--- config.mk ---
export PLATFORM = sky130hd
export DESIGN_NAME = jpeg_ac_rle_encoder
export DESIGN_NICKNAME = d
export VERILOG_FILES = /design/src/rtl/jpeg_ac_rle_encoder.sv
export SDC_FILE = /design/constraint.sdc
export NUM_CORES = 1
export LEC_CHECK = 0
export ABC_AREA = 1
export ABC_CLOCK_PERIOD_IN_PS = 3000
export BUFFER_PORTS_ARGS = -buffer_cell sky130_fd_sc_hd__buf_2
export CORE_MARGIN = 2
export CORE_UTILIZATION = 53
export DETAILED_ROUTE_END_ITERATION = 7
export PLACE_DENSITY = 0.75
export SYNTH_ARGS = -nofsm -noshare
export SYNTH_HDL_FRONTEND = slang
export SYNTH_SLANG_ARGS = --single-unit
--- constraint.sdc ---
create_clock -name clk -period 3 [get_ports clk]
set_input_delay 0.3 -clock clk [delete_from_list [all_inputs] [get_ports clk]]
set_output_delay 0.3 -clock clk [all_outputs]
set_load 0.01 [all_outputs]
--- src/rtl/jpeg_ac_rle_encoder.sv ---
// jpeg_ac_rle_encoder: zig-zag coefficients in, JPEG run/size/amp out.
// One DC symbol per block, AC symbols with zero runs, ZRL and EOB.
module jpeg_ac_rle_encoder #(
    parameter int COEF_W  = 12,
    parameter int BLK_LEN = 64
) (
    input  logic                     clk,
    input  logic                     rst,
    input  logic                     in_valid,
    output logic                     in_ready,
    input  logic signed [COEF_W-1:0] in_coef,
    input  logic                     in_last,
    output logic                     out_valid,
    input  logic                     out_ready,
    output logic [3:0]               out_run,
    output logic [3:0]               out_size,
    output logic [COEF_W-2:0]        out_amp,
    output logic                     out_dc,
    output logic                     out_eob,
    output logic                     out_zrl,
    output logic                     blk_done,
    output logic                     err_sync
);

    localparam logic [5:0] LAST_IDX = 6'(BLK_LEN - 1);
    localparam logic [COEF_W-2:0] ONE = {{(COEF_W-2){1'b0}}, 1'b1};
    localparam logic signed [COEF_W-1:0] MOST_NEG =
        {1'b1, {(COEF_W-1){1'b0}}};
    localparam logic signed [COEF_W-1:0] SAT_NEG =
        {1'b1, {(COEF_W-2){1'b0}}, 1'b1};

    typedef enum logic [1:0] {
        ACCEPT,
        EMIT_ZRL,
        EMIT_EOB
    } state_t;

    state_t              r_state;
    logic [5:0]          r_idx;
    logic [5:0]          r_run;
    logic [1:0]          r_zrl_left;
    logic [3:0]          r_pend_run;
    logic [3:0]          r_pend_size;
    logic [COEF_W-2:0]   r_pend_amp;
    logic                r_pend_last;
    logic                r_err;

    logic                r_out_valid;
    logic [3:0]          r_out_run;
    logic [3:0]          r_out_size;
    logic [COEF_W-2:0]   r_out_amp;
    logic                r_out_dc;
    logic                r_out_eob;
    logic                r_out_zrl;
    logic                r_out_last;

    logic                w_can_load;
    logic                w_acc;
    logic                w_idx_last;
    logic                w_is_dc;
    logic                w_zero;
    logic                w_run_big;

    logic signed [COEF_W-1:0] w_sat;
    logic [COEF_W-2:0]   w_mag;
    logic [3:0]          w_size;
    logic [COEF_W-2:0]   w_mask;
    logic [COEF_W-2:0]   w_amp;

    logic                w_ld;
    logic [3:0]          w_ld_run;
    logic [3:0]          w_ld_size;
    logic [COEF_W-2:0]   w_ld_amp;
    logic                w_ld_dc;
    logic                w_ld_eob;
    logic                w_ld_zrl;
    logic                w_ld_last;

    assign w_can_load = !r_out_valid || out_ready;
    assign in_ready   = !rst && (r_state == ACCEPT) && w_can_load;
    assign w_acc      = in_valid && in_ready;
    assign w_idx_last = (r_idx == LAST_IDX);
    assign w_is_dc    = (r_idx == 6'd0);
    assign w_zero     = (in_coef == '0);
    assign w_run_big  = (r_run[5:4] != 2'b00);

    // Magnitude category and ones'-complement amplitude of the input
    always_comb begin
        w_sat = (in_coef == MOST_NEG) ? SAT_NEG : in_coef;
        w_mag = w_sat[COEF_W-1] ? (~w_sat[COEF_W-2:0] + ONE)
                                : w_sat[COEF_W-2:0];
        w_size = 4'd0;
        for (int i = 0; i < COEF_W - 1; i++) begin
            if (w_mag[i]) w_size = 4'(i + 1);
        end
        w_mask = (ONE << w_size) - ONE;
        w_amp  = (w_sat[COEF_W-1] ? (w_sat[COEF_W-2:0] - ONE)
                                  : w_sat[COEF_W-2:0]) & w_mask;
    end

    // Pick the symbol to load into the output register this cycle
    always_comb begin
        w_ld      = 1'b0;
        w_ld_run  = 4'd0;
        w_ld_size = 4'd0;
        w_ld_amp  = '0;
        w_ld_dc   = 1'b0;
        w_ld_eob  = 1'b0;
        w_ld_zrl  = 1'b0;
        w_ld_last = 1'b0;
        case (r_state)
            ACCEPT: begin
                if (w_acc && w_is_dc) begin
                    w_ld      = 1'b1;
                    w_ld_dc   = 1'b1;
                    w_ld_size = w_size;
                    w_ld_amp  = w_amp;
                end else if (w_acc && !w_zero && w_run_big) begin
                    w_ld      = 1'b1;
                    w_ld_zrl  = 1'b1;
                    w_ld_run  = 4'd15;
                end else if (w_acc && !w_zero) begin
                    w_ld      = 1'b1;
                    w_ld_run  = r_run[3:0];
                    w_ld_size = w_size;
                    w_ld_amp  = w_amp;
                    w_ld_last = w_idx_last;
                end
            end
            EMIT_ZRL: begin
                if (w_can_load) begin
                    w_ld = 1'b1;
                    if (r_zrl_left != 2'd0) begin
                        w_ld_zrl = 1'b1;
                        w_ld_run = 4'd15;
                    end else begin
                        w_ld_run  = r_pend_run;
                        w_ld_size = r_pend_size;
                        w_ld_amp  = r_pend_amp;
                        w_ld_last = r_pend_last;
                    end
                end
            end
            EMIT_EOB: begin
                if (w_can_load) begin
                    w_ld      = 1'b1;
                    w_ld_eob  = 1'b1;
                    w_ld_last = 1'b1;
                end
            end
            default: begin
                w_ld = 1'b0;
            end
        endcase
    end

    // Output register: load a new symbol, or empty it once drained
    always_ff @(posedge clk) begin
        if (rst) begin
            r_out_valid <= 1'b0;
            r_out_run   <= 4'd0;
            r_out_size  <= 4'd0;
            r_out_amp   <= '0;
            r_out_dc    <= 1'b0;
            r_out_eob   <= 1'b0;
            r_out_zrl   <= 1'b0;
            r_out_last  <= 1'b0;
        end else if (w_ld) begin
            r_out_valid <= 1'b1;
            r_out_run   <= w_ld_run;
            r_out_size  <= w_ld_size;
            r_out_amp   <= w_ld_amp;
            r_out_dc    <= w_ld_dc;
            r_out_eob   <= w_ld_eob;
            r_out_zrl   <= w_ld_zrl;
            r_out_last  <= w_ld_last;
        end else if (out_ready) begin
            r_out_valid <= 1'b0;
        end
    end

    // Block framing, zero-run counting and ZRL/EOB sequencing
    always_ff @(posedge clk) begin
        if (rst) begin
            r_state     <= ACCEPT;
            r_idx       <= 6'd0;
            r_run       <= 6'd0;
            r_zrl_left  <= 2'd0;
            r_pend_run  <= 4'd0;
            r_pend_size <= 4'd0;
            r_pend_amp  <= '0;
            r_pend_last <= 1'b0;
            r_err       <= 1'b0;
        end else begin
            case (r_state)
                ACCEPT: begin
                    if (w_acc) begin
                        r_idx <= w_idx_last ? 6'd0 : r_idx + 6'd1;
                        if (in_last != w_idx_last) r_err <= 1'b1;
                        if (w_is_dc) begin
                            r_run <= 6'd0;
                        end else if (w_zero) begin
                            r_run <= w_idx_last ? 6'd0 : r_run + 6'd1;
                            if (w_idx_last) r_state <= EMIT_EOB;
                        end else begin
                            r_run <= 6'd0;
                            if (w_run_big) begin
                                r_state     <= EMIT_ZRL;
                                r_zrl_left  <= r_run[5:4] - 2'd1;
                                r_pend_run  <= r_run[3:0];
                                r_pend_size <= w_size;
                                r_pend_amp  <= w_amp;
                                r_pend_last <= w_idx_last;
                            end
                        end
                    end
                end
                EMIT_ZRL: begin
                    if (w_can_load) begin
                        if (r_zrl_left != 2'd0) begin
                            r_zrl_left <= r_zrl_left - 2'd1;
                        end else begin
                            r_state <= ACCEPT;
                        end
                    end
                end
                EMIT_EOB: begin
                    if (w_can_load) r_state <= ACCEPT;
                end
                default: begin
                    r_state <= ACCEPT;
                end
            endcase
        end
    end

    assign out_valid = r_out_valid;
    assign out_run   = r_out_run;
    assign out_size  = r_out_size;
    assign out_amp   = r_out_amp;
    assign out_dc    = r_out_dc;
    assign out_eob   = r_out_eob;
    assign out_zrl   = r_out_zrl;
    assign blk_done  = r_out_valid && out_ready && r_out_last;
    assign err_sync  = r_err;

endmodule

==> flow_metrics.py, run 1 <==
metrics = {
    "synthesis": {
        "synth_cell_types": 39,
        "synth.avg_cell_area_um2": 6.81,
        "yosys_most_used_dff": "dfxtp_1",
        "synth_edf_count": 0,
        "syn_area_mm2": 0.00359,
        "synth_seq_cells": 61,
        "synth_cells": 528,
        "synth_nets": 554,
        "yosysSeqAreaShare_pct": 34.0,
        "synthArstFlopShare_pct": 0,
        "synth_warnings": 0,
    },
    "final_layout": {
        "area_growth_syn_to_layout_pct": 15.9,
        "final-instance-count-excl-fill": 666,
        "diodes": 0,
        "layout.nets": 607,
        "fin_util_pct": 62.3,
        "fill_cells": 633,
        "ff_latch_area_mm2": 0.00122,
        "multi_input_area_mm2": 0.00208,
        "mostFrequentLayoutCells": "96 x nand2_1, 66 x a21oi_1, 62 x o21ai_0, 61 x dfxtp_1, 50 x inv_1",
        "layout_commonest_cell": "nand2_1",
        "layout-drive-gt1-share_pct": 19.3,
    },
    "worst_setup_path": {
        "cp.required_ns": 3.28,
        "cp.arrival_ns": 2.98,
        "cpPeakStageDelay_ns": 0.27,
        "cp-start-kind": "input pin",
        "critPathTopFamily": "simple AND/OR/NAND/NOR gates",
        "crit_buf_inv": 3,
        "crit_path_top_delay_cell": "ha_1",
        "worstSetupPathType": "in -> reg",
        "cp_cell_sequence": "buf_2, nor2_2, nand2_2, nor2_4, a21oi_1, ha_1, nand2_2, inv_2, nand2_1, nand2_1, xor2_1, nor2_1, nand2_1, nor2_8, nand3_1, ha_1, inv_1, nor2_2, nand2_1, o21ai_1, nand2_1, nand4_1, a21oi_1",
        "crit_fanout": 6,
        "crit_top_cell": "nand2_1",
        "cp-end-kind": "flop",
    },
    "clock_tree": {
        "cts_hold_buf": 0,
        "htree_levels": 3,
        "clock-sinks": 61,
        "clkTransAtPathRegs_ns": 0.07,
        "root_buffer": "clkbuf_8",
        "cts_tree": "yes",
        "clock_path_buffers": 2,
        "cts_buffers": 9,
        "clkLatencyLatePin_ns": 0.35,
        "cts_resized": 0,
        "post-cts-setup-buffers": 0,
    },
    "power": {
        "power_density_mw_per_mm2": 447,
        "p_leak_nw": 1.92,
        "p_total_mw": 1.86,
        "clockPowerShare_pct": 38.9,
        "intPower_mw": 1.34,
        "p_comb_share_pct": 15.8,
        "p_sw_mw": 0.522,
        "ir_drop_mv": 0.242,
        "swShare_pct": 28.1,
        "seq_power_share_pct": 45.2,
    },
    "placed_design": {
        "gp_congestion": 0.945,
        "place_ws_ns": -0.0490,
        "numPortBuffers": 42,
        "dp.cells": 650,
        "hpwl_mm": 6.62,
    },
    "grt": {
        "grt_pass1_wl_mm": 14.7,
        "grt_start_max_net_pins": 37,
        "first_global_vias": 3285,
        "globalRouteOverflowTotal": 0,
        "grt_usage_pct": 24.8,
        "antenna_found_initial": 0,
    },
    "timing": {
        "rsz0062_at_grt": "false",
        "finClkSkew_ns": 0.0116,
        "fmax_ghz": 0.370,
        "final_max_slew_viol_count": 0,
        "fin_ws_ns": 0.298,
        "period_share_pct": 90.1,
        "slew-limit-headroom_pct": 35.2,
        "setup_tns_ns": 0,
        "post-route-min-period_ns": 2.70,
        "finalSetupViolCount": 0,
        "hold_viol_final": 0,
        "tightestPinTransition_ns": 0.971,
    },
    "floorplan": {
        "rows": 30,
        "io_pins": 43,
        "dieArea_mm2": 0.00745,
        "die_width_um": 86.3,
        "die_y_um": 86.3,
        "coreArea_mm2": 0.00668,
        "start_util_pct": 53.8,
    },
    "detailed_routing": {
        "vias_per_cell": 5.50,
        "routedWlPerCell_um": 13.6,
        "vias": 3663,
        "totalWireLength_mm": 9.03,
        "drcViolationCount": 0,
        "drt_iter0_markers": 189,
        "dr.pass1.iters": 5,
        "ant_nets": 0,
    },
    "run": {
        "drv_cap": 0,
    },
    "run_status": {
        "status": "completed",
    },
    "worst_hold_path": {
        "hp-class": "in -> reg",
    },
}
stage by stage:
stage          cell area (µm²)  hold slack (ns)
6_report                  4160            0.265
5_1_grt                   4160            0.273
4_1_cts                   4160            0.252
3_5_place_dp              3970            0.441
3_3_place_gp              3970            0.435
2_1_floorplan             3590            0.441
per-layer routing:
metal | GRT usage, % | up-vias | routed length, µm | part of all wire, %
li1 | - | 1863 | - | -
met1 | 30.1 | 1661 | 3880 | 43
met2 | 42.9 | 117 | 4490 | 50
met3 | 4.38 | 22 | 468 | 5.2
met4 | 10.8 | 0 | 191 | 2.1
met5 | 0 | - | 0 | 0
synthesized netlist by cell type (2+ instances only):
master    number  area, µm²
or2_2          3       18.8
a21oi_1       67        335
nand4_1       12       75.1
xor2_2         2       32.5
nand2_1       96        360
inv_2          7       26.3
dfxtp_1       61       1220
nor2_4         4       45.0
nor3_1        16       80.1
a211oi_1       3       22.5
buf_2          6       30.0
nor2_1        45        169
nand2_4        5       56.3
inv_1         50        188
o21ai_1        3       15.0
nand3b_1       3       22.5
a31oi_1        2       12.5
xor2_1        11       96.3
o21ai_0       62        310
nand2_2        3       18.8
xnor2_1        2       17.5
nand3_1       21        105
clkbuf_1      13       48.8
nor2_2         8       50.1
ha_1           9        113
final timing paths:
kind / startpoint / endpoint / slack [ns] / cells past startpoint
hold / removal: in_last / err_sync / 0.26 / 4
setup / recovery: in_coef[6] / out_amp[10] / 0.30 / 23
setup reg to reg: r_state[0] / out_amp[3] / 0.43 / 13
hold reg to reg: err_sync / err_sync / 0.45 / 2
sequential cells by signal (all words and copies together) (netlist names), 2 cells and up:
register and count:
r_zrl_left 2, out_amp 11, r_pend_size 4, r_pend_run 4, r_pend_amp 11, r_state 2, out_run 4, r_idx 6
out_size 4, r_run 6
kinds of logic after synthesis:
group,share of synthesized area [%]
simple gates,29.7
fa+ha+maj,3.13
flops,34.0
compound gates,20.9
xor+xnor,4.07
buf+inv,8.25
power by group through the flow:
stage | logic (mW) | registers, mW | clock network (mW)
6_report | 0.295 | 0.841 | 0.725
4_1_cts | 0.295 | 0.842 | 0.736
2_1_floorplan | 0.186 | 0.869 | 0
3_5_place_dp | 0.294 | 0.860 | 0
5_1_grt | 0.330 | 0.843 | 0.775
3_3_place_gp | 0.289 | 0.859 | 0
tightest hold or removal path: cells and delay by family:
| family | cells | cell delay (ns) |
|---|---|---|
| compound gates | 3 | 0.18 |
| buf+inv | 1 | 0.08 |
layout make-up:
| type | count | area share (%) |
|---|---|---|
| well taps | 80 | 2.40 |
| clock inverters | 4 | 1.14 |
| repair buffers | 61 | 8.47 |
| inverters | 58 | 5.23 |
| multi-input cells | 390 | 49.9 |
| flip-flops and latches | 61 | 29.3 |
| clock buffers | 12 | 3.49 |
No activity file was read; power rests on OpenSTA's default activity.
==> run 2, diff against run 1 <==
- ABC_CLOCK_PERIOD_IN_PS: 3000 -> 3400
- CORE_UTILIZATION: 53 -> 60
- CTS_CLUSTER_DIAMETER: unset -> 150
- PLACE_DENSITY: 0.75 -> 0.8
- clock period: 3 -> 3.4 ns (I/O delays scaled with it)
==> run 2 against run 1 <==
  * First-iteration DRC count grew 130%
  * Combinational power shrank 14%
  * Worst setup slack gained 0.11 ns
  * Critical path type unchanged
  * Critical endpoint unchanged
  * Largest power group unchanged
==> flow_metrics.py, run 2 (synthesized netlist as in run 1, its figures left out) <==
metrics = {
    "run_status": {
        "status": "completed",
    },
    "detailed_routing": {
        "dr.pass1.iters": 7,
        "vias_per_cell": 5.58,
        "drt_iter0_markers": 444,
        "drcViolationCount": 0,
        "vias": 3641,
        "routedWlPerCell_um": 13.6,
        "ant_nets": 0,
        "totalWireLength_mm": 8.90,
    },
    "floorplan": {
        "die_y_um": 81.4,
        "start_util_pct": 61.4,
        "io_pins": 43,
        "die_width_um": 81.4,
        "dieArea_mm2": 0.00662,
        "coreArea_mm2": 0.00585,
        "rows": 28,
    },
    "worst_hold_path": {
        "hp-class": "in -> reg",
        "whs_path_depth": 3,
    },
    "clock_tree": {
        "post-cts-setup-buffers": 0,
        "cts_tree": "yes",
        "cts_hold_buf": 0,
        "clkLatencyLatePin_ns": 0.34,
        "root_buffer": "clkbuf_8",
        "htree_levels": 3,
        "clock_path_buffers": 2,
        "cts_buffers": 9,
        "cts_resized": 0,
        "clock-sinks": 61,
        "clkTransAtPathRegs_ns": 0.07,
    },
    "power": {
        "p_leak_nw": 1.88,
        "ir_drop_mv": 0.268,
        "power_density_mw_per_mm2": 400,
    },
    "worst_setup_path": {
        "cp_cell_sequence": "buf_2, nor2_4, nand2_2, nor2_4, a21oi_1, ha_1, nand2_2, inv_2, nand4_1, nand2_1, xor2_2, inv_2, nor2_4, nand2_4, nor2_8, nand3_1, ha_1, inv_1, nor2_2, nand2_1, o21ai_1, nand2_1, nand4_1, a21oi_1",
        "cp.arrival_ns": 3.26,
        "cpPeakStageDelay_ns": 0.28,
        "ff2ff_path_depth": 12,
        "cp.required_ns": 3.66,
        "cp-start-kind": "input pin",
        "crit_path_top_delay_cell": "ha_1",
        "crit_fanout": 6,
        "worstSetupPathType": "in -> reg",
        "cp-end-kind": "flop",
    },
    "final_layout": {
        "mostFrequentLayoutCells": "96 x nand2_1, 67 x a21oi_1, 62 x o21ai_0, 61 x dfxtp_1, 50 x inv_1",
        "layout-drive-gt1-share_pct": 18.3,
        "diodes": 0,
        "final-instance-count-excl-fill": 653,
        "area_growth_syn_to_layout_pct": 14.1,
        "layout.nets": 599,
        "layout_commonest_cell": "nand2_1",
    },
    "placed_design": {
        "dp.cells": 637,
        "hpwl_mm": 6.42,
        "numPortBuffers": 42,
        "gp_congestion": 0.914,
    },
    "timing": {
        "rsz0062_at_grt": "false",
        "slew-limit-headroom_pct": 36.1,
        "post-route-min-period_ns": 2.99,
        "setup_tns_ns": 0,
        "final_max_slew_viol_count": 0,
        "hold_viol_final": 0,
        "period_share_pct": 88.1,
        "fmax_ghz": 0.334,
        "finalSetupViolCount": 0,
        "tightestPinTransition_ns": 0.957,
        "finClkSkew_ns": 0.00937,
    },
    "grt": {
        "grt_pass1_wl_mm": 14.5,
        "grt_usage_pct": 28.1,
        "antenna_found_initial": 0,
        "first_global_vias": 3130,
        "globalRouteOverflowTotal": 0,
        "grt_start_max_net_pins": 37,
    },
    "run": {
        "drv_cap": 0,
    },
}
-- run 2: changes by cell type in the layout (fill, tap and decap cells not counted) --
cell      previous run  this run
a21oi_1             66        67
a21oi_2              2         1
buf_4               19        11
clkbuf_1             2         0
clkinv_2             2         3
inv_6                0         1
-- run 2: final cells by class --
class | instances | area, µm²
Multi-Input combinational cell | 390 | 2080
Fill cell | 501 | 1750
Sequential cell | 61 | 1220
Timing Repair Buffer | 53 | 293
Inverter | 58 | 218
Clock buffer | 10 | 138
Tap cell | 75 | 93.8
Clock inverter | 6 | 61.3
-- run 2: worst max-delay path: cells and delay by family --
family,cells,cell delay [ns]
fa+ha+maj,2,0.51
xor+xnor,1,0.24
compound gates,3,0.31
buf+inv,4,0.36
simple gates,14,1.48
-- run 2: stage by stage --
step	instance area [µm²]	power (mW)	setup slack, ns	hold WS [ns]	util, %
2_1_floorplan	3590	0.931	0.421	0.441	-
3_3_place_gp	3900	1.01	0.201	0.439	66.7
3_5_place_dp	3900	1.01	0.106	0.448	66.7
4_1_cts	4100	1.65	0.444	0.312	70.1
5_1_grt	4100	1.71	0.0286	0.356	70.1
6_report	4100	1.64	0.405	0.319	70.1
-- run 2: final timing paths --
check | start | end | slack [ns]
worst min register to register | err_sync | err_sync | 0.46
worst max-delay path | in_coef[4] | out_amp[10] | 0.41
worst min-delay path | in_last | err_sync | 0.32
worst max register to register | r_state[1] | r_pend_run[2] | 0.70
-- run 2: per-layer routing --
layer  wire, µm  track usage (%)
met3        584             5.44
met4        168             10.0
met5          0                0
met2       3740             41.4
met1       4410             40.7
-- run 2: where the power goes --
part,leakage (nW),internal [mW],switching [mW]
registers,0.495,0.734,0.00882
logic,1.28,0.0840,0.171
clock network,0.102,0.357,0.286
total,1.88,1.17,0.466
==> run 3, diff against run 2 <==
- CAP_MARGIN: unset -> 20
- CTS_CLUSTER_SIZE: unset -> 16
- PLACE_DENSITY: 0.8 -> 0.83
==> run 3 against run 2 <==
  * Flip-flop and latch count stayed put
  * Final cell count rose by 0.15%
  * Register-to-register slack better by 0.02 ns
  * Worst setup slack worse by 0.053 ns
  * First-iteration DRC count down 25%
  * Largest cell class unchanged
==> flow_metrics.py, run 3 (synthesized netlist as in run 1, its figures left out) <==
metrics = {
    "grt": {
        "globalRouteOverflowTotal": 0,
        "grt_pass1_wl_mm": 14.8,
        "top_usage_layer": "met2",
        "antenna_found_initial": 0,
        "grt_use_met2_pct": 44.6,
        "grt_usage_pct": 28.8,
        "grt_start_max_net_pins": 37,
        "use_met3_pct": 6.56,
        "grt_use_met1_pct": 38.9,
        "first_global_vias": 3336,
    },
    "detailed_routing": {
        "ant_nets": 0,
        "vias": 3656,
        "vias_per_cell": 5.59,
        "drt_iter0_markers": 331,
        "dr.pass1.iters": 5,
        "routedWlPerCell_um": 13.8,
        "drcViolationCount": 0,
        "totalWireLength_mm": 9.02,
    },
    "final_layout": {
        "layout.nets": 600,
        "ff_latch_area_mm2": 0.00122,
        "mostFrequentLayoutCells": "96 x nand2_1, 67 x a21oi_1, 62 x o21ai_0, 61 x dfxtp_1, 50 x inv_1",
        "multi_input_area_mm2": 0.00208,
        "fill_cells": 502,
        "area_growth_syn_to_layout_pct": 15.6,
        "layout_commonest_cell": "nand2_1",
        "diodes": 0,
        "layout-drive-gt1-share_pct": 18.5,
    },
    "timing": {
        "post-route-min-period_ns": 3.05,
        "fin_ws_ns": 0.352,
        "whs_ns": 0.310,
        "tightestPinTransition_ns": 0.883,
        "period_share_pct": 89.6,
        "finClkSkew_ns": 0.0116,
        "rsz0062_at_grt": "false",
        "hold_viol_final": 0,
        "finalSetupViolCount": 0,
        "setup_tns_ns": 0,
        "slew-limit-headroom_pct": 41.1,
        "final_max_slew_viol_count": 0,
        "fmax_ghz": 0.328,
    },
    "clock_tree": {
        "clock-sinks": 61,
        "cts_tree": "yes",
        "cts_resized": 0,
        "cts_buffers": 9,
        "root_buffer": "clkbuf_8",
        "clkTransAtPathRegs_ns": 0.07,
        "cts_hold_buf": 0,
        "post-cts-setup-buffers": 0,
        "htree_levels": 3,
        "clock_path_buffers": 2,
        "clkLatencyLatePin_ns": 0.34,
    },
    "worst_setup_path": {
        "cp.required_ns": 3.67,
        "cp.arrival_ns": 3.32,
        "cp-end-kind": "flop",
        "crit_fanout": 10,
        "worstSetupPathType": "in -> reg",
        "cp-start-kind": "input pin",
    },
    "floorplan": {
        "start_util_pct": 61.4,
        "rows": 28,
        "die_width_um": 81.4,
        "die_y_um": 81.4,
        "io_pins": 43,
        "dieArea_mm2": 0.00662,
        "coreArea_mm2": 0.00585,
    },
    "placed_design": {
        "place_ws_ns": 0.00735,
        "hpwl_mm": 6.52,
        "gp_congestion": 0.919,
        "numPortBuffers": 42,
    },
    "power": {
        "power_density_mw_per_mm2": 431,
        "ir_drop_mv": 0.298,
        "p_leak_nw": 1.90,
        "p_total_mw": 1.79,
    },
    "run_status": {
        "status": "completed",
    },
    "run": {
        "drv_cap": 0,
    },
    "worst_hold_path": {
        "hp-class": "in -> reg",
    },
}
[run 3: layout make-up]
cell class / count / share of cell area (%)
multi-input combinational: 390 / 50.0
clock buffer: 9 / 2.98
inverter: 58 / 5.24
timing repair buffer: 54 / 7.23
tap: 75 / 2.26
clock inverter: 7 / 2.95
sequential: 61 / 29.4
[run 3: through the flow]
step / std cells / instance area [µm²] / utilization [%]
floorplan: 528 / 3590 / -
global placement: 638 / 3910 / 66.8
detailed placement: 638 / 3910 / 66.8
CTS: 654 / 4160 / 71.0
global route: 654 / 4160 / 71.0
finish: 654 / 4160 / 71.0
[run 3: final timing paths]
path | startpoint | end | slack [ns] | cells past startpoint
max | in_coef[4] | out_amp[10] | 0.35 | 24
min | in_last | err_sync | 0.31 | 4
max reg2reg | r_state[1] | out_amp[7] | 0.72 | 14
min reg2reg | err_sync | err_sync | 0.45 | 2
[run 3: critical path: stages]
cell     delay [ns]
buf_2          0.13
nor2_4         0.15
nand2_2        0.11
nor2_4         0.16
a21oi_1        0.10
ha_1           0.22
nand2_2        0.13
inv_2          0.05
nand4_1        0.06
nand2_1        0.09
xor2_2         0.23
inv_2          0.07
nor2_4         0.16
nand2_4        0.14
nor2_8         0.14
nand3_1        0.15
ha_1           0.28
inv_1          0.11
nor2_2         0.05
nand2_1        0.08
o21ai_1        0.07
nand2_1        0.08
nand4_1        0.08
a21oi_1        0.12
[run 3: power by group]
part           leakage, nW  internal (mW)  switching, mW
sequential           0.495          0.734        0.00869
combinational         1.29         0.0835          0.170
clock                0.116          0.490          0.305
[run 3: per-layer routing]
metal	share of wire [%]	vias to the layer above	wire [µm]
li1	-	1849	-
met1	47	1669	4280
met2	44	121	3980
met3	6.9	17	625
met4	1.5	0	136
met5	0	-	0
